$ cat config.mk
export PLATFORM = sky130hd
export DESIGN_NAME = fetch_seq
export DESIGN_NICKNAME = d
export VERILOG_FILES = /design/src/rtl/fetch_pkg.sv /design/src/rtl/fetch_stack.sv /design/src/rtl/fetch_seq.sv
export SDC_FILE = /design/constraint.sdc
export NUM_CORES = 1
export LEC_CHECK = 0
export ABC_AREA = 1
export BUFFER_PORTS_ARGS = -buffer_cell sky130_fd_sc_hd__buf_4
export CAP_MARGIN = 20
export CORE_UTILIZATION = 55
export DETAILED_ROUTE_END_ITERATION = 10
export GPL_TIMING_DRIVEN = 0
export HOLD_SLACK_MARGIN = 0.05
export PLACE_DENSITY = 0.77
export SLEW_MARGIN = 25
export SYNTH_ARGS = -nofsm -noshare
export SYNTH_HDL_FRONTEND = slang
export SYNTH_SLANG_ARGS = --single-unit
$ cat constraint.sdc
create_clock -name i_clk -period 2.4 [get_ports i_clk]
set_input_delay 0.6 -clock i_clk [delete_from_list [all_inputs] [get_ports i_clk]]
set_output_delay 0.6 -clock i_clk [all_outputs]
set_load 0.02 [all_outputs]
$ cat src/rtl/fetch_pkg.sv
// Shared types and default parameters for the instruction-fetch sequencer.
package fetch_pkg;

    localparam int FETCH_D          = 12;
    localparam int FETCH_LW         = 3;
    localparam int FETCH_SD         = 4;
    localparam int FETCH_WW         = 16;
    localparam int FETCH_START_ADDR = 0;
    localparam int FETCH_END_ADDR   = 128;

    // Encoding keeps run and done as individual state bits.
    typedef enum logic [1:0] {
        ST_IDLE = 2'b00,
        ST_RUN  = 2'b01,
        ST_DONE = 2'b10
    } fetch_state_e;

    typedef enum logic [2:0] {
        SEL_HOLD,
        SEL_RET,
        SEL_CALL,
        SEL_ABS,
        SEL_REL,
        SEL_INC
    } pc_sel_e;

endpackage

$ cat src/rtl/fetch_stack.sv
// Return-address LIFO for the fetch sequencer; holds SD entries of D bits.
module fetch_stack
    import fetch_pkg::*;
#(
    parameter int D  = FETCH_D,
    parameter int SD = FETCH_SD
) (
    input  logic         i_clk,
    input  logic         i_reset,
    input  logic         i_push,
    input  logic         i_pop,
    input  logic         i_flush,
    input  logic [D-1:0] i_data,
    output logic [D-1:0] o_top,
    output logic         o_full,
    output logic         o_empty
);

    localparam int AW = (SD > 1) ? $clog2(SD) : 1;
    localparam int CW = $clog2(SD + 1);

    logic [D-1:0]  r_mem [SD];
    logic [CW-1:0] r_cnt;
    logic [AW-1:0] w_wr_idx;
    logic [AW-1:0] w_rd_idx;

    assign w_wr_idx = AW'(r_cnt);
    assign w_rd_idx = AW'(r_cnt - CW'(1));
    assign o_full   = (r_cnt == CW'(SD));
    assign o_empty  = (r_cnt == '0);
    // Top is only meaningful when not empty; the caller gates pops on o_empty.
    assign o_top    = r_mem[w_rd_idx];

    always_ff @(posedge i_clk or negedge i_reset) begin
        if (!i_reset) begin
            r_cnt <= '0;
            for (int i = 0; i < SD; i++) begin
                r_mem[i] <= '0;
            end
        end else if (i_flush) begin
            r_cnt <= '0;
        end else if (i_push && !o_full) begin
            r_mem[w_wr_idx] <= i_data;
            r_cnt           <= r_cnt + CW'(1);
        end else if (i_pop && !o_empty) begin
            r_cnt <= r_cnt - CW'(1);
        end
    end

endmodule

$ cat src/rtl/fetch_seq.sv
// Instruction-fetch sequencer: PC, jump LUT, run/done handshake and watchdog.
// Optional call/return stack enabled by defining FETCH_SEQ_CALL_STACK_EN.
//
// state | meaning
// IDLE  | after reset, PC at start address, waiting for req
// RUN   | fetching, one PC update per cycle
// DONE  | run ended (end address, halt or fault), waiting for req
module fetch_seq
    import fetch_pkg::*;
#(
    parameter int D          = FETCH_D,
    parameter int LW         = FETCH_LW,
    parameter int SD         = FETCH_SD,
    parameter int WW         = FETCH_WW,
    parameter int START_ADDR = FETCH_START_ADDR,
    parameter int END_ADDR   = FETCH_END_ADDR
) (
    input  logic          i_clk,
    input  logic          i_reset,
    input  logic          i_req,
    input  logic          i_halt,
    input  logic          i_relj,
    input  logic          i_absj,
    input  logic          i_call_en,
    input  logic          i_ret_en,
    input  logic [LW-1:0] i_lut_idx,
    input  logic          i_lut_we,
    input  logic [LW-1:0] i_lut_widx,
    input  logic [D-1:0]  i_lut_wdat,
    output logic [D-1:0]  o_prog_ctr,
    output logic          o_run,
    output logic          o_done,
    output logic          o_fault,
    output logic [WW-1:0] o_cyc_cnt
);

    localparam logic [1:0]   S_IDLE  = ST_IDLE;
    localparam logic [1:0]   S_RUN   = ST_RUN;
    localparam logic [1:0]   S_DONE  = ST_DONE;
    localparam logic [D-1:0] L_START = D'(START_ADDR);
    localparam logic [D-1:0] L_END   = D'(END_ADDR);

    logic [1:0]    r_state;
    logic [D-1:0]  r_pc;
    logic          r_fault;
    logic [WW-1:0] r_cnt;
    logic [D-1:0]  r_lut [2**LW];

    pc_sel_e       w_sel;
    logic [D-1:0]  w_lut_rd;
    logic [D-1:0]  w_pc_inc;
    logic [D-1:0]  w_next_pc;
    logic [D-1:0]  w_stk_top;
    logic [WW-1:0] w_cnt_next;
    logic          w_in_run;
    logic          w_start;
    logic          w_wdog;
    logic          w_stk_fault;
    logic          w_advance;
    logic          w_end_hit;
    logic          w_term;

    assign w_in_run   = (r_state == S_RUN);
    assign w_start    = !w_in_run && i_req;
    assign w_lut_rd   = r_lut[i_lut_idx];
    assign w_pc_inc   = r_pc + D'(1);
    assign w_cnt_next = (r_cnt == '1) ? r_cnt : r_cnt + WW'(1);
    assign w_wdog     = (w_cnt_next == '1);

    always_comb begin
        w_sel = SEL_INC;
        if (i_halt)
            w_sel = SEL_HOLD;
`ifdef FETCH_SEQ_CALL_STACK_EN
        else if (i_ret_en)
            w_sel = SEL_RET;
        else if (i_call_en)
            w_sel = SEL_CALL;
`endif
        else if (i_absj)
            w_sel = SEL_ABS;
        else if (i_relj)
            w_sel = SEL_REL;
    end

    // Relative offsets are two's complement; modulo-2**D addition handles sign.
    always_comb begin
        w_next_pc = w_pc_inc;
        case (w_sel)
            SEL_HOLD: w_next_pc = r_pc;
            SEL_RET:  w_next_pc = w_stk_top;
            SEL_CALL: w_next_pc = w_lut_rd;
            SEL_ABS:  w_next_pc = w_lut_rd;
            SEL_REL:  w_next_pc = r_pc + w_lut_rd;
            default:  w_next_pc = w_pc_inc;
        endcase
    end

`ifdef FETCH_SEQ_CALL_STACK_EN
    logic w_stk_full;
    logic w_stk_empty;

    fetch_stack #(
        .D  (D),
        .SD (SD)
    ) u_stack (
        .i_clk   (i_clk),
        .i_reset (i_reset),
        .i_push  (w_in_run && (w_sel == SEL_CALL) && !w_stk_full),
        .i_pop   (w_in_run && (w_sel == SEL_RET) && !w_stk_empty),
        .i_flush (w_start),
        .i_data  (w_pc_inc),
        .o_top   (w_stk_top),
        .o_full  (w_stk_full),
        .o_empty (w_stk_empty)
    );

    assign w_stk_fault = ((w_sel == SEL_RET) && w_stk_empty) ||
                         ((w_sel == SEL_CALL) && w_stk_full);
`else
    logic w_unused_ctl;

    assign w_stk_top    = '0;
    assign w_stk_fault  = 1'b0;
    assign w_unused_ctl = i_call_en ^ i_ret_en ^ (SD > 0);
`endif

    assign w_advance = (w_sel != SEL_HOLD) && !w_stk_fault;
    assign w_end_hit = w_advance && (w_next_pc == L_END);
    assign w_term    = (w_sel == SEL_HOLD) || w_stk_fault || w_wdog || w_end_hit;

    always_ff @(posedge i_clk or negedge i_reset) begin
        if (!i_reset) begin
            r_state <= S_IDLE;
            r_pc    <= L_START;
            r_fault <= 1'b0;
            r_cnt   <= '0;
        end else begin
            case (r_state)
                S_RUN: begin
                    r_cnt <= w_cnt_next;
                    if (w_advance)
                        r_pc <= w_next_pc;
                    if (w_stk_fault || w_wdog)
                        r_fault <= 1'b1;
                    if (w_term)
                        r_state <= S_DONE;
                end
                S_DONE: begin
                    if (i_req) begin
                        r_state <= S_RUN;
                        r_pc    <= L_START;
                        r_cnt   <= '0;
                        r_fault <= 1'b0;
                    end
                end
                default: begin
                    if (i_req)
                        r_state <= S_RUN;
                end
            endcase
        end
    end

    // Reads are combinational from the array, so a same-cycle write is not seen.
    always_ff @(posedge i_clk or negedge i_reset) begin
        if (!i_reset) begin
            for (int i = 0; i < 2**LW; i++) begin
                r_lut[i] <= '0;
            end
        end else if (i_lut_we) begin
            r_lut[i_lut_widx] <= i_lut_wdat;
        end
    end

    assign o_prog_ctr = r_pc;
    assign o_run      = r_state[0];
    assign o_done     = r_state[1];
    assign o_fault    = r_fault;
    assign o_cyc_cnt  = r_cnt;

endmodule

Word level (Yosys, flattened, before mapping)
Index checks and enable logic that the tools add are counted.
{ "op_classes": {"addsub": 3, "magnitude_cmp": 3, "n_eq_ne": 13, "mux": 22, "bitwise_logic": 2, "n_reduce_logical": 13} }
{ "op_table": {"columns": ["cell", "count"], "rows": [
  ["96-bit bitwise mux", 1],
  ["12-bit 2-to-1 mux", 5],
  ["12-bit one-hot mux with 4 select lines", 1],
  ["12-bit binary-select mux with 3-bit select", 1],
  ["12-bit demux with 3-bit select", 1],
  ["16-bit == test (second input constant)", 2],
  ["16-bit 2-to-1 mux", 2],
  ["16-bit one-hot mux with 2 select lines", 1],
  ["12-bit one-hot mux with 2 select lines", 1],
  ["16-bit by 1-bit adder with 16-bit output (second input constant)", 1],
  ["12-bit by 1-bit adder with 12-bit output (second input constant)", 1],
  ["12-bit adder", 1],
  ["12-bit by 8-bit == test with 1-bit output (second input constant)", 1],
  ["4-bit >= comparator (second input constant)", 2],
  ["3-bit inverter with 4-bit output", 2],
  ["3-bit by 2-bit == test with 1-bit output (second input constant)", 2],
  ["2-bit 2-to-1 mux", 3],
  ["3-bit 2-to-1 mux", 2],
  ["2-bit by 1-bit != test with 1-bit output (second input constant)", 3],
  ["3-bit AND reduction", 2],
  ["4-bit by 1-bit < comparator with 1-bit output (second input constant)", 1],
  ["2-bit AND reduction", 2],
  ["2-bit nonzero test", 2],
  ["3-bit by 1-bit == test with 1-bit output (second input constant)", 1],
  ["11 further kinds", 15]
]} }
{ "word_totals": {"register_bits": 127, "input_bits": 27, "output_inout_bits": 31, "word_cells": 68} }

Logic depth before layout (Yosys ltp)
Gate-level depths: netlist (run 1).
{ "depth": {"depth_word": 11, "mapped_depth": 25, "depth_no_buf": 22} }

Worst setup path after synthesis (run 1)
No wires, ideal clock.
{ "synth_timing": {"kind": "input-to-reg", "start": "in i_lut_idx[0]", "end": "reg r_state[0]", "setup_ns": 0.133, "arrival_ns": 2.870, "required_time_ns": 2.267, "setup_slack_ns": -0.603, "stages": 19, "path_cell_list": "buf_2 -> buf_2 -> buf_6 -> o211ai_1 -> nand3_1 -> nand2_1 -> nand2_1 -> ha_1 -> fa_1 -> nand3_1 -> nand3_1 -> nor2_1 -> o21ai_0 -> nor2_1 -> nand2_1 -> nor2_1 -> nand3_1 -> o21bai_2 -> a21oi_1"} }
{ "synth_via": {"elab_chain_cells": 11} }
{ "synth_lines": {"columns": ["item", "line_no", "source"], "rows": [
  ["start, declared", "fetch_seq.sv:26", "input logic [LW-1:0] i_lut_idx,"],
  ["3-bit inverter with 4-bit output (implied by the code) (*)", "fetch_seq.sv:65", "assign w_lut_rd = r_lut[i_lut_idx];"],
  ["12-bit binary-select mux with 3-bit select (*)", "fetch_seq.sv:65", null],
  ["12-bit 2-to-1 mux (implied by the code) (*) (2 in series)", "fetch_seq.sv:65", null],
  ["12-bit adder", "fetch_seq.sv:94", "SEL_REL: w_next_pc = r_pc + w_lut_rd;"],
  ["12-bit one-hot mux with 4 select lines (*)", "fetch_seq.sv:89", "case (w_sel)"],
  ["12-bit by 8-bit == test with 1-bit output (*)", "fetch_seq.sv:129", "assign w_end_hit = w_advance && (w_next_pc == L_END);"],
  ["1-bit logical AND (*)", "fetch_seq.sv:129", null],
  ["1-bit logical OR (*)", "fetch_seq.sv:130", "assign w_term = (w_sel == SEL_HOLD) || w_stk_fault || w_wdog || w_end_hit;"],
  ["2-bit by 1-bit != test with 1-bit output (no source line) (*)", null, null],
  ["2-bit AND reduction (no source line) (*)", null, null],
  ["end signal, assigned", "fetch_seq.sv:134", "r_state <= S_IDLE;"],
  ["end signal, assigned", "fetch_seq.sv:147", "r_state <= S_DONE;"],
  ["end signal, assigned", "fetch_seq.sv:151", "r_state <= S_RUN;"],
  ["end, declared", "fetch_seq.sv:43", "logic [1:0] r_state;"]
]} }
Mark *: on every way between the ends. The rest lies on a longest branch, timed or not. The select of a mux whose other input is x is not followed.
A chain may end at the register's enable or synchronous reset.

Final worst setup path (run 1)
Ends and elaborated chain as after synthesis.

==> results of run 1 <==
[logic make-up (layout without fill, tap and decap cells)]
| group | count (synthesis) | after routing | share of synthesized area |
|---|---|---|---|
| buf+inv | 122 | 229 | 0.0725 |
| flops | 127 | 127 | 0.448 |
| simple gates | 565 | 565 | 0.329 |
| compound gates | 156 | 156 | 0.115 |
| xor+xnor | 9 | 9 | 0.0111 |
| fa+ha+maj | 13 | 13 | 0.0240 |
[final timing paths]
check | startpoint | endpoint | slack [ns] | cells after the start
max | i_lut_idx[0] | r_state[0]$_DFFE_PN0P_ | -0.34 | 19
min | i_reset | r_lut[10]$_DFFE_PN0P_ | 0.07 | 1
max reg2reg | r_lut[36]$_DFFE_PN0P_ | r_state[0]$_DFFE_PN0P_ | -0.21 | 18
min reg2reg | r_lut[49]$_DFFE_PN0P_ | r_lut[49]$_DFFE_PN0P_ | 0.48 | 2
max in group asynchronous | i_reset | o_cyc_cnt[1]$_DFFE_PN0P_ | 1.60 | 2
min in group i_clk | i_lut_wdat[9] | r_lut[9]$_DFFE_PN0P_ | 0.39 | 3
[cells in the final DEF (no fill, tap or decap), drive strengths merged]
| cell | Yosys | routed |
|---|---|---|
| a21boi | 1 | 1 |
| a21o | 1 | 1 |
| a21oi | 22 | 22 |
| and2 | 1 | 1 |
| buf | 18 | 95 |
| bufinv | 0 | 2 |
| clkbuf | 27 | 46 |
| clkinv | 1 | 8 |
| clkinvlp | 0 | 2 |
| dfrtp | 127 | 127 |
| fa | 1 | 1 |
| ha | 12 | 12 |
| inv | 76 | 76 |
| nand2 | 367 | 367 |
| nand3 | 105 | 105 |
| nand3b | 1 | 1 |
| nand4 | 6 | 6 |
| nor2 | 80 | 80 |
| nor3 | 3 | 3 |
| o211ai | 5 | 5 |
| o21a | 1 | 1 |
| o21ai | 124 | 124 |
| o21bai | 2 | 2 |
| or2 | 2 | 2 |
| xnor2 | 1 | 1 |
| xor2 | 8 | 8 |
[power by group]
group	internal [mW]	total (mW)	switching, mW
clock	1.52	2.49	0.969
combinational	1.22	3.08	1.86
sequential	2.68	3.19	0.510
[timing repair]
item / 4_1_cts / 5_1_grt
pin swaps: 32 / 33
gates resized for setup: 56 / 82
setup endpoints to repair: 12 / 12
buffers inserted: 13 / 9
gates cloned: 1 / 0
[cell type report]
cell class	count	area, µm²
plain buffers	44	308
clock buffers	21	440
clock inverters	11	118
fillers	1001	3560
inverters	77	302
multi-input cells	743	3860
flip-flops and latches	127	3180
well taps	172	215
repair buffers	76	633
[state kept, by name, summed over array words and instances, names as in the netlist]
name and flops:
o_prog_ctr 12, r_state 2, o_fault 1, r_lut 96
o_cyc_cnt 16
[worst register-to-register path, delay by kind of cell (launching register included)]
kind                       cells  cell delay [ns]
AOI/OAI and AO/OA              4             0.40
DFF                            1             0.38
and+or+nand+nor               12             1.16
adders and majority gates      2             0.55
[per-layer routing]
metal / track usage / wire [µm] / vias up / part of all wire
met2: 0.519 / 9870 / 345 / 0.46
met5: 0 / 0 / - / 0
met1: 0.477 / 9190 / 3383 / 0.43
met4: 0.125 / 655 / 0 / 0.030
met3: 0.0732 / 1880 / 66 / 0.087
li1: - / - / 3385 / -
[per-stage QoR]
step                      area (µm²)  hold WS (ns)   util  setup slack [ns]
after floorplan                 7160         0.304      -            -0.427
after global placement          7760         0.466  0.615             -1.24
after detailed placement        7800         0.473  0.618             -1.23
after CTS                       8680        0.0995  0.688            -0.367
after global routing            9060         0.118  0.718            -0.509
final                           9060        0.0742  0.718            -0.337
==> impl_metrics.json, run 1 <==
{
  "dp.final_hpwl_um": 14100,
  "cp_num_buf_inv": 3,
  "port_buffers": 52,
  "setup_viol_count_final": 5,
  "p_per_area_nw_per_um2": 967,
  "ys_seq_area_frac": 0.448,
  "fin_setup_tns_ns": -0.895,
  "clock_sinks": 127,
  "yosys_most_used_dff": "dfrtp_1",
  "die_w_um": 116,
  "ant_nets": 0,
  "drive_gt1_frac": 0.209,
  "critPathCaptureType": "register",
  "grt_pass1_wl_um": 33700,
  "synth-edff-count": 0,
  "period_needed_ns": 2.74,
  "vias": 7179,
  "grt_pass1_vias": 6645,
  "place_inst": 1217,
  "status": "finished with violations",
  "clock.fmax_mhz": 365,
  "fin_skew_ns": 0.0114,
  "hold_viol_final": 0,
  "fp.dieH_um": 116,
  "tightest_slew_ns": 0.854,
  "rows": 41,
  "crit_family": "simple AND/OR/NAND/NOR gates",
  "finalPower_mw": 8.76,
  "synth_most_common_cell": "nand2_1",
  "wl_per_cell_um": 17.0,
  "grt.overflow.total": 0,
  "cts_buffers": 17,
  "die_area_um2": 13300,
  "hp-class": "input port to asynchronous set/reset pin",
  "cp_max_fo": 10,
  "clock_latency_ns": 0.43,
  "gp_congestion": 0.957,
  "grt_antenna_before_repair": 0,
  "hold_buffers": 0,
  "yosysTopAreaCell": "dfrtp_1",
  "ir_drop_mv": 0.619,
  "slowest_delay_ns": 0.38,
  "nNetsFinal": 1126,
  "violations": "setup timing",
  "path_cells": "buf_8 -> buf_6 -> buf_8 -> o211ai_1 -> nand3_1 -> nand2_2 -> nand2_2 -> ha_4 -> fa_2 -> nand3_2 -> nand3_4 -> nor2_1 -> o21ai_1 -> nor2_1 -> nand2_1 -> nor2_1 -> nand3_1 -> o21bai_2 -> a21oi_1",
  "clock-root-buffer": "clkbuf_16",
  "cts_tree": "done",
  "crit_top_cell": "nor2_1",
  "ys.warnings.count": 0,
  "ys_types": 38,
  "synthTopCellsByArea": "dfrtp_1, nand2_1, o21ai_0, nand3_1, nor2_1",
  "maxCapViolations": 0,
  "viasPerCell": 5.65,
  "drt-total-wl_um": 21600,
  "num_antenna_cells": 0,
  "rsz0062_at_grt": "yes",
  "synth_fp_nets": 1032,
  "cp.arrival_ns": 3.03,
  "area_growth_pct": 27.8,
  "synth_top_area_frac": 0.448,
  "core_area_um2": 12600,
  "syn_avg_cell_area_um2": 7.15,
  "clk_pin_slew_ns": 0.06,
  "finalCritPeriodShare": 1.14,
  "async_reset_ff_frac": 1.00,
  "leakagePower_nw": 4.56,
  "ios": 58,
  "first_pass_iters": 6,
  "syn_area_um2": 7090,
  "drc_errors": 0,
  "finalNonFillerCells": 1271,
  "slowest_stage": "fa_2",
  "relSlewSlack": 0.426,
  "start_kind": "input port",
  "synth_top_cells_by_count": "nand2_1, dfrtp_1, o21ai_0, nand3_1, nor2_1",
  "criticalPathCategory": "input port to register",
  "grt_max_degree": 73,
  "start_util": 0.562,
  "clk_path_buf_depth": 2,
  "finalWorstSetupSlack_ns": -0.337,
  "final_max_slew_viol_count": 0,
  "required_ns": 2.69,
  "synth-seq-cells": 127,
  "synthCells": 992,
  "drt_iter0_drc": 753,
  "grtUsageTotal": 0.339,
  "h-tree-depth": 4
}
Power figures use the tool's default switching activity.
==> inputs of run 2 (changes only) <==
ABC_AREA = unset   (was 1)
CAP_MARGIN = 10   (was 20)
CORE_UTILIZATION = 54   (was 55)
PLACE_DENSITY = 0.74   (was 0.77)
==> run 2 against run 1 <==
  * Synthesized cell count fell by 41%
  * Worst setup slack got worse by 0.88 ns
  * Core utilization rose by 1.8 points
  * Count of clock-buffer cells in the layout rose by 2
  * The flow still finishes with violations (setup timing)
==> impl_metrics.json, run 2 <==
{
  "ant_nets": 0,
  "cp_num_buf_inv": 3,
  "ir_drop_mv": 0.906,
  "period_needed_ns": 3.62,
  "ys_seq_area_frac": 0.464,
  "final_max_slew_viol_count": 0,
  "finalPower_mw": 8.84,
  "path_cells": "buf_12 -> buf_12 -> buf_8 -> mux4_2 -> mux2i_4 -> nor2_4 -> ha_4 -> a21o_1 -> o21bai_4 -> or3_1 -> o211ai_1 -> o311ai_2 -> a2111oi_2 -> o2111a_2 -> nor3_2",
  "core_area_um2": 12200,
  "synth_top_area_frac": 0.464,
  "cp.arrival_ns": 3.93,
  "dp.final_hpwl_um": 11600,
  "ys_types": 60,
  "violations": "setup timing",
  "synthMuxAreaShare": 0.266,
  "clk_pin_slew_ns": 0.06,
  "synth_compound_area_frac": 0.110,
  "cts_tree": "done",
  "place_area_um2": 7600,
  "finalCritPeriodShare": 1.51,
  "grt_antenna_before_repair": 0,
  "synth_xor_area_frac": 0.00768,
  "slowest_delay_ns": 0.52,
  "relSlewSlack": 0.376,
  "grt_max_degree": 88,
  "wl_met2_um": 9310,
  "ys.warnings.count": 0,
  "clk_path_buf_depth": 2,
  "die_area_um2": 13100,
  "criticalPathCategory": "input port to register",
  "critPathCaptureType": "register",
  "fill_cells": 827,
  "h-tree-depth": 4,
  "most-common-layout-cells": "dfrtp_1, mux2_2, buf_4",
  "rows": 40,
  "status": "finished with violations",
  "met3_length_um": 812,
  "fin_setup_tns_ns": -7.52,
  "drt_iter0_drc": 476,
  "drt-total-wl_um": 18300,
  "preCtsSetupSlack_ns": -1.90,
  "regArea_um2": 3180,
  "nNetsFinal": 736,
  "regMostFlops": "r_lut",
  "synth-seq-cells": 127,
  "clock_sinks": 127,
  "grtUsageTotal": 0.294,
  "ios": 58,
  "die_w_um": 115,
  "clock.fmax_mhz": 276,
  "synthSimpleGateAreaFrac": 0.104,
  "yosys_most_used_dff": "dfrtp_1",
  "syn_avg_cell_area_um2": 11.7,
  "finalWorstSetupSlack_ns": -1.22,
  "clock_latency_ns": 0.42,
  "start_kind": "input port",
  "leakagePower_nw": 3.81,
  "synth_top_family_by_area": "multiplexers",
  "crit_top_cell": "buf_12",
  "area_growth_pct": 30.8,
  "grt_pass1_wl_um": 28700,
  "multi_input_area_um2": 3930,
  "synth_most_common_cell": "dfrtp_1",
  "first_pass_iters": 5,
  "maxUsedRoutingLayer": "met4",
  "drc_errors": 0,
  "maxCapViolations": 0,
  "clock-root-buffer": "clkbuf_16",
  "required_ns": 2.71,
  "viasPerCell": 6.19,
  "synthCells": 587,
  "wl_per_cell_um": 20.8,
  "drive_gt1_frac": 0.443,
  "grt.overflow.total": 0,
  "p_per_area_nw_per_um2": 987,
  "yosysTopAreaCell": "dfrtp_1",
  "syn_area_um2": 6850,
  "largest_register_ffs": 96,
  "synth_fp_nets": 627,
  "gp_congestion": 0.900,
  "setup_viol_count_final": 11,
  "tightest_slew_ns": 0.936,
  "grt_pass1_vias": 5394,
  "start_util": 0.563,
  "cts_buffers": 17,
  "vias": 5430,
  "async_reset_ff_frac": 1.00,
  "synth_fa_ha_area_frac": 0.0249,
  "num_antenna_cells": 0,
  "synthTopCellsByArea": "dfrtp_1, mux2_2, mux4_2, nand2_1, mux2i_1",
  "hold_viol_final": 0,
  "final_area_um2": 8960,
  "synth-edff-count": 0,
  "cp_max_fo": 5,
  "port_buffers": 54,
  "final_common_cell": "dfrtp_1",
  "hp-class": "input port to asynchronous set/reset pin",
  "fin_skew_ns": 0.00937,
  "rsz0062_at_grt": "yes",
  "wl_met1_um": 7780,
  "slowest_stage": "mux4_2",
  "fp.dieH_um": 115,
  "crit_family": "compound AO/OA/AOI/OAI gates",
  "synth_top_cells_by_count": "dfrtp_1, mux2_2, nand2_1, nor2_1, o21ai_0"
}
-- run 2: cell types whose count changed after synthesis, sizes merged, moves of 11 or more --
cell    before  now
clkbuf      27   16
inv         76   12
mux2         0   98
mux2i        0   17
mux4         0   24
nand2      367   46
nand3      105   11
nor2        80   43
o21ai      124   29
-- run 2: final timing paths --
kind | start | end | slack (ns) | cells after the start
worst max-delay path | i_lut_idx[1] | r_state[0]$_DFFE_PN0P_ | -1.22 | 15
worst min-delay path | i_reset | o_prog_ctr[6]$_DFFE_PN0P_ | 0.06 | 1
worst max register to register | r_lut[24]$_DFFE_PN0P_ | r_state[0]$_DFFE_PN0P_ | -1.16 | 13
worst min register to register | r_lut[4]$_DFFE_PN0P_ | r_lut[4]$_DFFE_PN0P_ | 0.50 | 1
max in group asynchronous | i_reset | r_lut[54]$_DFFE_PN0P_ | 1.60 | 2
min in group i_clk | i_lut_wdat[11] | r_lut[83]$_DFFE_PN0P_ | 0.47 | 2
-- run 2: cell families (layout without fill, tap and decap cells) --
logic type,after synthesis,count (layout)
multiplexers,139,139
XOR/XNOR,6,6
buffers and inverters,39,161
AO/OA/AOI/OAI,114,114
adder cells (fa/ha/maj),13,13
flip-flops,127,127
AND/OR/NAND/NOR,149,149
-- run 2: area by class of cell --
cell class                      instances  area share
Sequential cell                       127       0.355
Clock buffer                           23      0.0545
Inverter                               12     0.00503
Multi-Input combinational cell        421       0.439
Timing Repair Buffer                   92      0.0859
Tap cell                              168      0.0235
Buffer                                 25      0.0196
Clock inverter                          9      0.0172
-- run 2: per-stage QoR --
stage               utilization  instances  hold slack, ns
finish                    0.736        877          0.0562
global route              0.736        877          0.0805
CTS                       0.707        861          0.0618
detailed placement        0.625        810           0.491
global placement          0.622        809           0.481
floorplan                     -        587           0.304
-- run 2: what timing repair did --
item / 4_1_cts / 5_1_grt
setup buffers: 19 / 18
setup endpoints to repair: 22 / 13
pin swaps: 18 / 30
resized for setup: 49 / 37
hold buffers: 0 / 0
-- run 2: where the power goes --
part	internal (mW)	leakage, nW	switching [mW]
Clock	1.85	0.310	0.957
Combinational	1.44	1.94	1.58
Sequential	2.64	1.56	0.374
-- run 2: per-layer routing --
| metal | up-vias | track usage |
|---|---|---|
| li1 | 2430 | - |
| met1 | 2803 | 0.380 |
| met2 | 167 | 0.491 |
| met3 | 30 | 0.0551 |
| met4 | 0 | 0.120 |
| met5 | - | 0 |
